<file path="config.mk">
export PLATFORM = sky130hd
export DESIGN_NAME = prm_edge_chk_sched
export DESIGN_NICKNAME = d
export VERILOG_FILES = /design/src/rtl/prm_sched_pkg.sv /design/src/rtl/prm_edge_acc.sv /design/src/rtl/prm_edge_chk_sched.sv
export SDC_FILE = /design/constraint.sdc
export NUM_CORES = 1
export LEC_CHECK = 0
export BUFFER_PORTS_ARGS = -buffer_cell sky130_fd_sc_hd__buf_2
export CELL_PAD_IN_SITES_DETAIL_PLACEMENT = 2
export CELL_PAD_IN_SITES_GLOBAL_PLACEMENT = 2
export CORE_ASPECT_RATIO = 1.5
export CORE_UTILIZATION = 34
export CTS_BUF_LIST = sky130_fd_sc_hd__clkbuf_4
export CTS_CLUSTER_DIAMETER = 40
export DETAILED_ROUTE_END_ITERATION = 10
export PLACE_DENSITY = 0.87
export SLEW_MARGIN = 30
export SYNTH_ARGS = -nofsm -noshare
export SYNTH_HDL_FRONTEND = slang
export SYNTH_SLANG_ARGS = --single-unit
</file>
<file path="constraint.sdc">
create_clock -name clk -period 2.7 [get_ports clk]
set_input_delay 0.405 -clock clk [delete_from_list [all_inputs] [get_ports clk]]
set_output_delay 0.405 -clock clk [all_outputs]
set_load 0.02 [all_outputs]
</file>
<file path="src/rtl/prm_sched_pkg.sv">
// Shared types and defaults for the PRM edge-checker scan scheduler.
package prm_sched_pkg;

  localparam int unsigned PRM_OCC_W    = 15;
  localparam int unsigned PRM_NUM_EDGE = 64;
  localparam int unsigned PRM_CNT_W    = 16;

  typedef enum logic [1:0] {
    StIdle,
    StScan,
    StDrain,
    StDone
  } prm_sched_state_t;

endpackage

</file>
<file path="src/rtl/prm_edge_acc.sv">
// Blocked-edge accumulator: ORs per-edge checker masks into a sticky register.
module prm_edge_acc #(
  parameter int unsigned NumEdge = 64
) (
  input  logic               clk,
  input  logic               rst,
  input  logic               clr_i,
  input  logic               sv_i,
  input  logic [NumEdge-1:0] mask_i,
  output logic [NumEdge-1:0] blocked_o,
  output logic               full_o
);

  logic [NumEdge-1:0] blocked_q;
  logic [NumEdge-1:0] blocked_nxt;

  assign blocked_nxt = blocked_q | (sv_i ? mask_i : '0);

  always_ff @(posedge clk) begin
    if (rst) begin
      blocked_q <= '0;
    end else if (clr_i) begin
      blocked_q <= '0;
    end else if (sv_i) begin
      blocked_q <= blocked_nxt;
    end
  end

  assign blocked_o = blocked_q;
  // Looks ahead through the mask in flight so the very next word can already be skipped.
  assign full_o    = &blocked_nxt;

endmodule

</file>
<file path="src/rtl/prm_edge_chk_sched.sv">
// Scan scheduler feeding occupancy words to the PRM edge-checker array.
// Optional build macro PRM_SCHED_EARLY_EN: stop checking once every edge is blocked.
module prm_edge_chk_sched
  import prm_sched_pkg::*;
#(
  parameter int unsigned NUM_EDGE = PRM_NUM_EDGE,
  parameter int unsigned OCC_W    = PRM_OCC_W,
  parameter int unsigned CNT_W    = PRM_CNT_W
) (
  input  logic                clk,
  input  logic                rst,
  input  logic                start,
  output logic                busy,
  output logic                done,
  input  logic                obs_valid,
  output logic                obs_ready,
  input  logic [OCC_W-1:0]    obs_data,
  input  logic                obs_last,
  output logic [OCC_W-1:0]    chk_in,
  input  logic [NUM_EDGE-1:0] chk_mask,
  output logic [NUM_EDGE-1:0] edge_free,
  output logic [CNT_W-1:0]    obs_cnt
);

`ifdef PRM_SCHED_EARLY_EN
  localparam bit EarlyEn = 1'b1;
`else
  localparam bit EarlyEn = 1'b0;
`endif

  prm_sched_state_t    state_q;
  logic                busy_q;
  logic                done_q;
  logic                obs_ready_q;
  logic                sv_q;
  logic [OCC_W-1:0]    chk_in_q;
  logic [CNT_W-1:0]    cnt_q;
  logic [NUM_EDGE-1:0] edge_free_q;
  logic [CNT_W-1:0]    obs_cnt_q;

  logic                hs;
  logic                hs_chk;
  logic                acc_clr;
  logic                acc_full;
  logic [NUM_EDGE-1:0] blocked;

  assign hs      = obs_valid & obs_ready_q;
  // A word accepted while everything is already blocked is drained but not checked.
  assign hs_chk  = hs & ~(EarlyEn & acc_full);
  assign acc_clr = (state_q == StIdle) & start;

  prm_edge_acc #(
    .NumEdge (NUM_EDGE)
  ) u_acc (
    .clk       (clk),
    .rst       (rst),
    .clr_i     (acc_clr),
    .sv_i      (sv_q),
    .mask_i    (chk_mask),
    .blocked_o (blocked),
    .full_o    (acc_full)
  );

  always_ff @(posedge clk) begin
    if (rst) begin
      state_q     <= StIdle;
      busy_q      <= 1'b0;
      done_q      <= 1'b0;
      obs_ready_q <= 1'b0;
      sv_q        <= 1'b0;
      chk_in_q    <= '0;
      cnt_q       <= '0;
      edge_free_q <= '0;
      obs_cnt_q   <= '0;
    end else begin
      done_q <= 1'b0;
      case (state_q)
        StIdle: begin
          if (start) begin
            state_q     <= StScan;
            busy_q      <= 1'b1;
            obs_ready_q <= 1'b1;
            sv_q        <= 1'b0;
            cnt_q       <= '0;
          end
        end
        StScan: begin
          if (hs_chk) begin
            chk_in_q <= obs_data;
            sv_q     <= 1'b1;
            if (cnt_q != '1) begin
              cnt_q <= cnt_q + 1'b1;
            end
          end else begin
            sv_q <= 1'b0;
          end
          if (hs && obs_last) begin
            state_q     <= StDrain;
            obs_ready_q <= 1'b0;
          end
        end
        StDrain: begin
          sv_q    <= 1'b0;
          state_q <= StDone;
          done_q  <= 1'b1;
        end
        StDone: begin
          edge_free_q <= ~blocked;
          obs_cnt_q   <= cnt_q;
          state_q     <= StIdle;
          busy_q      <= 1'b0;
        end
        default: begin
          state_q <= StIdle;
        end
      endcase
    end
  end

  assign busy      = busy_q;
  assign done      = done_q;
  assign obs_ready = obs_ready_q;
  assign chk_in    = chk_in_q;
  assign edge_free = edge_free_q;
  assign obs_cnt   = obs_cnt_q;

endmodule

</file>
==> insert_results.sql <==
INSERT INTO impl_metrics (metric_group, metric, value, unit) VALUES
('status', 'status', 'completed', ''),
('power_and_ir_drop', 'pwr_density_cell', '724', 'mW/mm²'),
('timing', 'timing.final.setup_violations', '0', ''),
('timing', 'timing_max_transition_violations_final', '0', ''),
('drt', 'detailedRoute.firstIterationViolations', '200', ''),
('setup_path', 'crit_required', '3.24', 'ns'),
('power_and_ir_drop', 'leakagePower', '3.47', 'nW'),
('die', 'boundaryPins', '182', ''),
('setup_path', 'crit_start', 'cnt_q[0]', ''),
('cts', 'post_cts.repair.setup_buffers', '0', ''),
('timing', 'fin_crit_sh', '74.0', '%'),
('drt', 'avgRoutedWirePerCell', '20.7', 'µm'),
('cts', 'clkTransAtPathRegs', '0.16', 'ns'),
('timing', 'slew-limit-headroom', '55.8', '%'),
('synthesis', 'ys_top_cells_by_area', 'dfxtp_1 (55%), mux2i_1 (11%), nor2_1 (9.1%), a21oi_1 (6.8%), inv_1 (3.3%)', ''),
('flow_run', 'maxCapViolCount', '0', ''),
('layout', 'layout_cell_share_with_drive_strength_beyond_1', '24.5', '%'),
('synthesis', 'synth_edf_count', '0', ''),
('setup_path', 'worst_r2r_path_depth', '6', ''),
('timing', 'worst_clock_skew', '0.0256', 'ns'),
('drt', 'vias_per_cell', '4.97', ''),
('setup_path', 'worstPathCellList', 'ha_1 > and4_1 > nand4_4 > a211oi_4 > o21ai_0 > o21ai_1', ''),
('timing', 'timing_worst_slew_pin_value', '0.663', 'ns'),
('setup_path', 'r2r-end', 'cnt_q[13]', ''),
('cts', 'clock-root-buffer', 'clkbuf_4', ''),
('hold_path', 'min-delay-start', 'chk_mask[10]', ''),
('cts', 'cts_max_level', '4', ''),
('synthesis', 'post_synth_num_cell_types', '40', ''),
('global_routing', 'pin_count_of_the_biggest_net_entering_global_routing', '53', ''),
('cts', 'worst_skew_pair.late_latency', '0.61', 'ns'),
('placement', 'final_replace_weighted_congestion', '0.846', ''),
('synthesis', 'yosys.cell_count.top_type', 'dfxtp_1', ''),
('synthesis', 'dominantRegCellSynth', 'dfxtp_1', ''),
('synthesis', 'synth_area', '0.00664', 'mm²'),
('cts', 'ctsLongestPathBuffers', '2', ''),
('layout', 'multi_input_comb_area', '0.00262', 'mm²'),
('setup_path', 'critPathCapture', 'cnt_q[13]', ''),
('die', 'floorplan.rows', '62', ''),
('synthesis', 'synth-seq-area-share', '54.6', '%'),
('drt', 'first_pass_iters', '4', ''),
('setup_path', 'critical_path.startpoint_type', 'flip-flop', ''),
('cts', 'cts_resized', '0', ''),
('die', 'core_region_area', '0.0192', 'mm²'),
('timing', 'hold_slack', '0.0578', 'ns'),
('power_and_ir_drop', 'fin_total_pwr', '6.27', 'mW'),
('die', 'initial_core_util', '34.7', '%'),
('cts', 'ctsHoldBuffers', '50', ''),
('layout', 'nFillCells', '2080', ''),
('timing', 'timing.setup.tns', '0', 'ns'),
('synthesis', 'synthesis.instances', '740', ''),
('hold_path', 'holdCritPathClass', 'in -> reg', ''),
('synthesis', 'synthesis.area_per_instance', '8.97', 'µm²'),
('cts', 'tritoncts_clock_tree', 'built', ''),
('placement', 'dpl.hpwl', '14900', 'µm'),
('setup_path', 'critical_path.slowest_cell', 'a211oi_4', ''),
('timing', 'post-route-min-period', '2.00', 'ns'),
('die', 'floorplan.die.height', '173', 'µm'),
('setup_path', 'rr_startpoint', 'cnt_q[0]', ''),
('synthesis', 'synth.ff_latch_count', '181', ''),
('global_routing', 'grt_first_pass_wirelength', '39200', 'µm'),
('timing', 'finalHoldViolCount', '0', ''),
('global_routing', 'first_global_vias', '7057', ''),
('drt', 'postRouteWirelength', '25500', 'µm'),
('setup_path', 'worstSetupEndpointType', 'flip-flop', ''),
('synthesis', 'yosysTopAreaCell', 'dfxtp_1', ''),
('setup_path', 'cpPeakStageDelay', '0.47', 'ns'),
('global_routing', 'grt_antenna_before_repair', '4', ''),
('drt', 'drcViolationCount', '0', ''),
('setup_path', 'path_max_fanout', '7', ''),
('synthesis', 'syn-num-nets', '829', ''),
('synthesis', 'ys_async_sr_fraction', '0', '%');
## area by class of cell
class,instances,share of cell area (%)
clock inverters,15,2.04
flip-flops and latches,181,41.9
clock buffers,17,1.48
repair buffers,244,17.9
inverters,59,2.56
multi-input cells,456,30.3
well taps,256,3.70
diodes,4,0.116
## power breakdown
part	internal [mW]	leakage (nW)	switching [mW]
clock network	0.645	0.149	1.03
logic	0.554	1.86	0.990
registers	2.88	1.46	0.160
## flip-flops by register name, indices dropped and copies added (netlist names)
register,flops
busy,1
obs_ready,1
u_acc.blocked_o,64
done,1
cnt_q,16
state_q,2
obs_cnt,16
edge_free,64
chk_in,15
sv_q,1
## critical path, delay by kind of cell, from the launching register on
family | cells | cell delay (ns)
AOI/OAI and AO/OA | 3 | 0.75
and+or+nand+nor | 2 | 0.55
DFF | 1 | 0.41
adders and majority gates | 1 | 0.23
## worst min-delay path by stage
stage / end / slack [ns] / depth (start not counted)
2_1_floorplan: edge_free[56] / 0.42 / 1
5_1_grt: u_acc.blocked_o[53] / 0.003 / 3
4_1_cts: u_acc.blocked_o[53] / 0.0006 / 3
6_report: u_acc.blocked_o[10] / 0.06 / 3
3_5_place_dp: edge_free[61] / 0.44 / 1
3_3_place_gp: edge_free[58] / 0.43 / 1
## placed cells by master, fill, tap and decap left out, types with 8 or more instances in the layout
master and n:
nor2_1 161, nand2_1 44, dlygate4sd3_1 51, a21oi_1 90, buf_2 180, dfxtp_1 180, a211oi_1 8, buf_4 10
clkbuf_4 17, inv_1 59, mux2i_1 74, o21ai_0 10
## kinds of logic (layout without fill, tap and decap cells)
logic type / Yosys count / in the layout / synth area share [%]
other cells: 0 / 4 / 0
buf+inv: 103 / 335 / 6.16
simple gates: 245 / 245 / 16.1
fa+ha+maj: 5 / 5 / 0.942
compound gates: 132 / 132 / 11.1
flops: 181 / 181 / 54.6
mux: 74 / 74 / 11.2
## layer usage
| metal | GRT usage [%] | vias up | part of all wire [%] | routed length [µm] |
|---|---|---|---|---|
| met4 | 14.1 | 0 | 4.7 | 1190 |
| met3 | 6.98 | 72 | 4.1 | 1030 |
| met2 | 50.2 | 161 | 56 | 14300 |
| met5 | 0 | - | 0 | 0 |
| li1 | - | 2864 | - | - |
| met1 | 24.7 | 3022 | 35 | 9000 |
## stage by stage
stage / std cells / area [µm²] / util, % / setup slack, ns
after global routing: 1232 / 8650 / 45.1 / 0.504
after CTS: 1227 / 8630 / 45.0 / 0.674
after detailed placement: 1145 / 7830 / 40.8 / 0.687
final: 1232 / 8650 / 45.1 / 0.703
after global placement: 1145 / 7830 / 40.8 / 0.787
after floorplan: 740 / 6640 / - / 0.993
No activity file was read; power rests on OpenSTA's default activity.
